`src/rtl/wbm.sv`:
```
// Write-back stage: owns the 32x32 integer register file, commits execute-stage
// results, services debug writes and counts retired instructions. A one-entry
// holding buffer keeps a pipeline result that collides with a debug write.
module wbm #(
    parameter int RETIRED_WIDTH = 64
) (
    input  logic                     clk_i,
    input  logic                     rst_i,
    input  logic                     input_valid_i,
    output logic                     input_ready_o,
    input  logic                     result_write_i,
    input  logic [4:0]               result_addr_i,
    input  logic [31:0]              result_i,
    input  logic                     dbg_write_i,
    input  logic [4:0]               dbg_addr_i,
    input  logic [31:0]              dbg_data_i,
    input  logic [4:0]               rs1_addr_i,
    input  logic [4:0]               rs2_addr_i,
    output logic [31:0]              rs1_data_o,
    output logic [31:0]              rs2_data_o,
    output logic [RETIRED_WIDTH-1:0] retired_o
);

    logic [31:0]              regFile_q [32];
    logic                     bufValid_q, bufValid_d;
    logic [4:0]               bufAddr_q, bufAddr_d;
    logic [31:0]              bufData_q, bufData_d;
    logic [RETIRED_WIDTH-1:0] retired_q, retired_d;

    logic                     accept;
    logic                     pipeWrite;
    logic                     wrEn;
    logic [4:0]               wrAddr;
    logic [31:0]              wrData;

    assign input_ready_o = ~rst_i & ~bufValid_q;
    assign accept        = input_valid_i & input_ready_o;
    assign pipeWrite     = accept & result_write_i & (result_addr_i != 5'd0);
    assign retired_o     = retired_q;

    // Single array write port: debug first, then draining buffer, then pipeline.
    always_comb begin
        wrEn   = 1'b0;
        wrAddr = 5'd0;
        wrData = 32'd0;
        if (dbg_write_i) begin
            wrEn   = (dbg_addr_i != 5'd0);
            wrAddr = dbg_addr_i;
            wrData = dbg_data_i;
        end else if (bufValid_q) begin
            wrEn   = 1'b1;
            wrAddr = bufAddr_q;
            wrData = bufData_q;
        end else if (pipeWrite) begin
            wrEn   = 1'b1;
            wrAddr = result_addr_i;
            wrData = result_i;
        end
        if (rst_i) begin
            wrEn = 1'b0;
        end
    end

    // Holding buffer captures a colliding result and drains once debug goes quiet.
    always_comb begin
        bufValid_d = bufValid_q;
        bufAddr_d  = bufAddr_q;
        bufData_d  = bufData_q;
        if (dbg_write_i && pipeWrite) begin
            bufValid_d = 1'b1;
            bufAddr_d  = result_addr_i;
            bufData_d  = result_i;
        end else if (!dbg_write_i && bufValid_q) begin
            bufValid_d = 1'b0;
        end
    end

    // Retired counter advances on every accepted transfer and wraps naturally.
    always_comb begin
        retired_d = retired_q;
        if (accept) begin
            retired_d = retired_q + RETIRED_WIDTH'(1);
        end
    end

    // Read port 1: buffered entry beats the in-flight write, which beats the array.
    always_comb begin
        rs1_data_o = regFile_q[rs1_addr_i];
        if (wrEn && (wrAddr == rs1_addr_i)) begin
            rs1_data_o = wrData;
        end
        if (bufValid_q && (bufAddr_q == rs1_addr_i)) begin
            rs1_data_o = bufData_q;
        end
        if (rs1_addr_i == 5'd0) begin
            rs1_data_o = 32'd0;
        end
    end

    // Read port 2: same bypass priority as port 1.
    always_comb begin
        rs2_data_o = regFile_q[rs2_addr_i];
        if (wrEn && (wrAddr == rs2_addr_i)) begin
            rs2_data_o = wrData;
        end
        if (bufValid_q && (bufAddr_q == rs2_addr_i)) begin
            rs2_data_o = bufData_q;
        end
        if (rs2_addr_i == 5'd0) begin
            rs2_data_o = 32'd0;
        end
    end

    // Buffer and counter state; reset throws away any pending buffered result.
    always_ff @(posedge clk_i or posedge rst_i) begin
        if (rst_i) begin
            bufValid_q <= 1'b0;
            bufAddr_q  <= 5'd0;
            bufData_q  <= 32'd0;
            retired_q  <= '0;
        end else begin
            bufValid_q <= bufValid_d;
            bufAddr_q  <= bufAddr_d;
            bufData_q  <= bufData_d;
            retired_q  <= retired_d;
        end
    end

    // Register file array; x0 is never written so it stays zero.
    always_ff @(posedge clk_i or posedge rst_i) begin
        if (rst_i) begin
            for (int i = 0; i < 32; i++) begin
                regFile_q[i] <= 32'd0;
            end
        end else if (wrEn) begin
            regFile_q[wrAddr] <= wrData;
        end
    end

endmodule

```
`config.mk`:
```
export PLATFORM = sky130hd
export DESIGN_NAME = wbm
export DESIGN_NICKNAME = d
export VERILOG_FILES = /design/src/rtl/wbm.sv
export SDC_FILE = /design/constraint.sdc
export NUM_CORES = 2
export LEC_CHECK = 0
export CAP_MARGIN = 0
export CELL_PAD_IN_SITES_DETAIL_PLACEMENT = 1
export CELL_PAD_IN_SITES_GLOBAL_PLACEMENT = 2
export CORE_MARGIN = 1
export CORE_UTILIZATION = 37
export DETAILED_ROUTE_END_ITERATION = 12
export PLACE_DENSITY_LB_ADDON = 0.1
export SYNTH_ARGS = -nofsm -noshare
export SYNTH_HDL_FRONTEND = slang
export SYNTH_SLANG_ARGS = --single-unit
```
`constraint.sdc`:
```
create_clock -name clk_i -period 78.5 [get_ports clk_i]
set_input_delay 23.55 -clock clk_i [delete_from_list [all_inputs] [get_ports clk_i]]
set_output_delay 23.55 -clock clk_i [all_outputs]
set_load 0.005 [all_outputs]
```
==> reports/qor.yml <==
clkTransAtPathRegs_ps: 60
start_kind: "primary input"
first_global_vias: 49500
path_common_cell: "buf_4"
yosysUniqueCellTypes: 59
p_leak_nw: 28.8
root_buffer: "clkbuf_16"
synth_cells: 5854
cts_hold_buf: 0
synth-seq-cells: 1126
wl_um: 252000
ys_warn_count: 0
worst_hold_slack_ps: 477
die_w_um: 401
status: "finished, final reports clean"
finalCritPeriodShare: 0.665
synth.avg_cell_area_um2: 10.0
dieArea_um2: 160000
slew_violations: 0
drc: 0
synthFlopType: "dfrtp_1"
relSlewSlack: 0.0579
fill_cells: 17200
viasPerCell: 6.06
irDropWorstVdd_mv: 0.0216
cts_resized: 0
synth_fp_nets: 5944
ios: 218
dp_cells: 7701
hold_viol: 0
area_delta_synth_final_pct: 15.1
finalSetupTns_ps: 0
numCtsBuffers: 138
wl_per_cell_um: 31.7
stdcell_count: 7951
crit_required_ps: 54950
layout_commonest_cell: "dfrtp_1"
dr.pass1.iters: 5
syn_area_um2: 58800
htree_num_levels: 4
clk_latency_ps: 770
arrival_ps: 28650
tightest_slew_ps: 1400
fin_skew_ps: 23.2
num_vias: 48200
min_period_ps: 52200
yosysSeqAreaShare: 0.479
gp_congestion: 0.831
track_usage: 0.312
max_stage_delay_ps: 940
hpwlAfterDp_um: 148000
cpMaxStageDelayCell: "a311oi_1"
clock-sinks: 1126
maxCapViolCount: 0
die_y_um: 401
drive_gt1_frac: 0.132
initial_core_util: 0.375
power_density_nw_per_um2: 24.7
coreArea_um2: 157000
grt_remaining_overflow: 0
setup_violations: 0
clockBufferDepth: 3
final_cell_mix: "1125 x dfrtp_1, 1121 x nand2_1, 1057 x o21ai_0"
ys_async_sr_fraction: 1.00
grt_first_pass_wirelength_um: 367000
num_rows: 145
io_buffers: 217
antenna_found_initial: 13
cp-end-kind: "output port"
first_iter_violations: 3952
ant_nets: 0
grt_max_degree: 182
synth_edf_count: 0
tritoncts: "built"
multiInputGateArea_um2: 28800
crit_chain: "buf_8 -> buf_4 -> buf_4 -> mux2_2 -> o22ai_1 -> a2111oi_0 -> a221oi_1 -> a311oi_1 -> a221o_1 -> clkdlybuf4s50_1"
final_net_count: 5873
grt_setup_unrepaired: "false"
regArea_um2: 28200
critPathKind: "primary input to output port"
cp_max_fo: 66
hold_class: "flip-flop to flip-flop"
postCtsSetupBuffers: 0
fmax_ghz: 0.0192
-- flip-flops by register name (all words and copies together), names as in the netlist --
register and count:
regFile_q 1024, retired_o 64, bufValid_q 1, bufData_q 32, bufAddr_q 5
-- where the power goes --
| part | switching [W] | leakage [nW] | total, W | internal [W] |
|---|---|---|---|---|
| clock | 0.000268 | 2.33 | 0.000667 | 0.000399 |
| sequential | 0.0000665 | 15.2 | 0.000726 | 0.000660 |
| combinational | 0.000159 | 11.3 | 0.000278 | 0.000119 |
| total | 0.000494 | 28.8 | 0.00167 | 0.00118 |
-- path summary, 6_finish.rpt --
kind	slack, ps	startpoint	cells past startpoint	to
worst max-delay path	26300	rs2_addr_i[0]	10	rs2_data_o[21]
worst min-delay path	480	retired_o[63]$_DFFE_PP0N_	1	retired_o[63]$_DFFE_PP0N_
worst max register to register	73890	bufValid_q$_DFFE_PP0P_	8	regFile_q[249]$_DFFE_PP0P_
worst min register to register	480	retired_o[63]$_DFFE_PP0N_	1	retired_o[63]$_DFFE_PP0N_
max in group asynchronous	51590	rst_i	6	regFile_q[365]$_DFFE_PP0P_
min in group asynchronous	23530	rst_i	3	bufValid_q$_DFFE_PP0P_
-- through the flow --
step | total power, W | utilization | setup WS (ps) | cell area (um^2)
final | 0.00167 | 0.431 | 26300 | 67600
after global routing | 0.00174 | 0.431 | 26050 | 67600
after CTS | 0.00168 | 0.431 | 26320 | 67600
after detailed placement | 0.00101 | 0.401 | 26320 | 63000
after global placement | 0.00100 | 0.401 | 26310 | 63000
after floorplan | 0.000900 | - | 11570 | 58800
-- layout make-up --
type | count | area share
Clock buffer | 209 | 0.0627
Multi-Input combinational cell | 4144 | 0.426
Tap cell | 2058 | 0.0381
Timing Repair Buffer | 365 | 0.0496
Inverter | 8 | 0.000499
Clock inverter | 40 | 0.00666
Sequential cell | 1126 | 0.417
Antenna cell | 1 | 0.0000370
-- critical path: cells and delay by family --
family | cells | cell delay (ps)
buf+inv | 4 | 2540
compound gates | 5 | 1990
mux | 1 | 290
-- kinds of logic (layout without fill, tap and decap cells) --
| family | Yosys count | count (layout) | synth area share |
|---|---|---|---|
| and+or+nand+nor | 1524 | 1524 | 0.110 |
| xor gates and xnor gates | 79 | 79 | 0.0118 |
| other | 0 | 1 | 0 |
| DFF | 1126 | 1126 | 0.479 |
| adders and majority gates | 1 | 1 | 0.000213 |
| buffers and inverters | 584 | 622 | 0.0398 |
| muxes | 871 | 871 | 0.195 |
| AOI/OAI and AO/OA | 1669 | 1669 | 0.164 |
-- cells in the mapped netlist, types with 3 or more instances --
master     instances  area share
and4_1             7      0.0010
nand2b_1           7     0.00074
nor4_1            15      0.0016
o311ai_0          28      0.0042
or2_2              8     0.00085
a31oi_1            4     0.00043
nand3_1           69      0.0059
nand3_2            8      0.0014
a221o_1           35      0.0060
o221ai_1          11      0.0016
xnor2_1           59      0.0088
nand2_1         1126       0.072
nor3_1           124       0.011
or3_1              8     0.00085
a311oi_1          11      0.0016
buf_1             32      0.0020
mux2i_1          566       0.096
buf_2            104      0.0089
o22ai_1          240       0.026
a2111oi_0         12      0.0018
nor2_1            53      0.0034
a22oi_1           66      0.0084
clkbuf_1         436       0.028
buf_4              3     0.00038
o21a_1             7     0.00089
or4_1              7     0.00089
o21bai_1           6     0.00077
mux4_2           212       0.081
dfrtp_1         1126        0.48
mux2_2            93       0.018
nand3b_1           7     0.00089
o21ai_0         1057       0.090
xor2_1            20      0.0030
a22o_1            17      0.0025
and3_1            13      0.0014
inv_1              6     0.00038
a221oi_1          42      0.0063
nor2b_1           34      0.0036
o21ai_1           23      0.0020
a21oi_1           53      0.0045
and2_1             6     0.00064
nand4_1           25      0.0027
a211oi_1          49      0.0063
-- metal layers --
| layer | wire [um] | track usage |
|---|---|---|
| met4 | 8030 | 0.0971 |
| met1 | 112000 | 0.431 |
| met2 | 118000 | 0.507 |
| met5 | 31 | 0 |
| met3 | 13700 | 0.0435 |
Power figures use the tool's default switching activity.
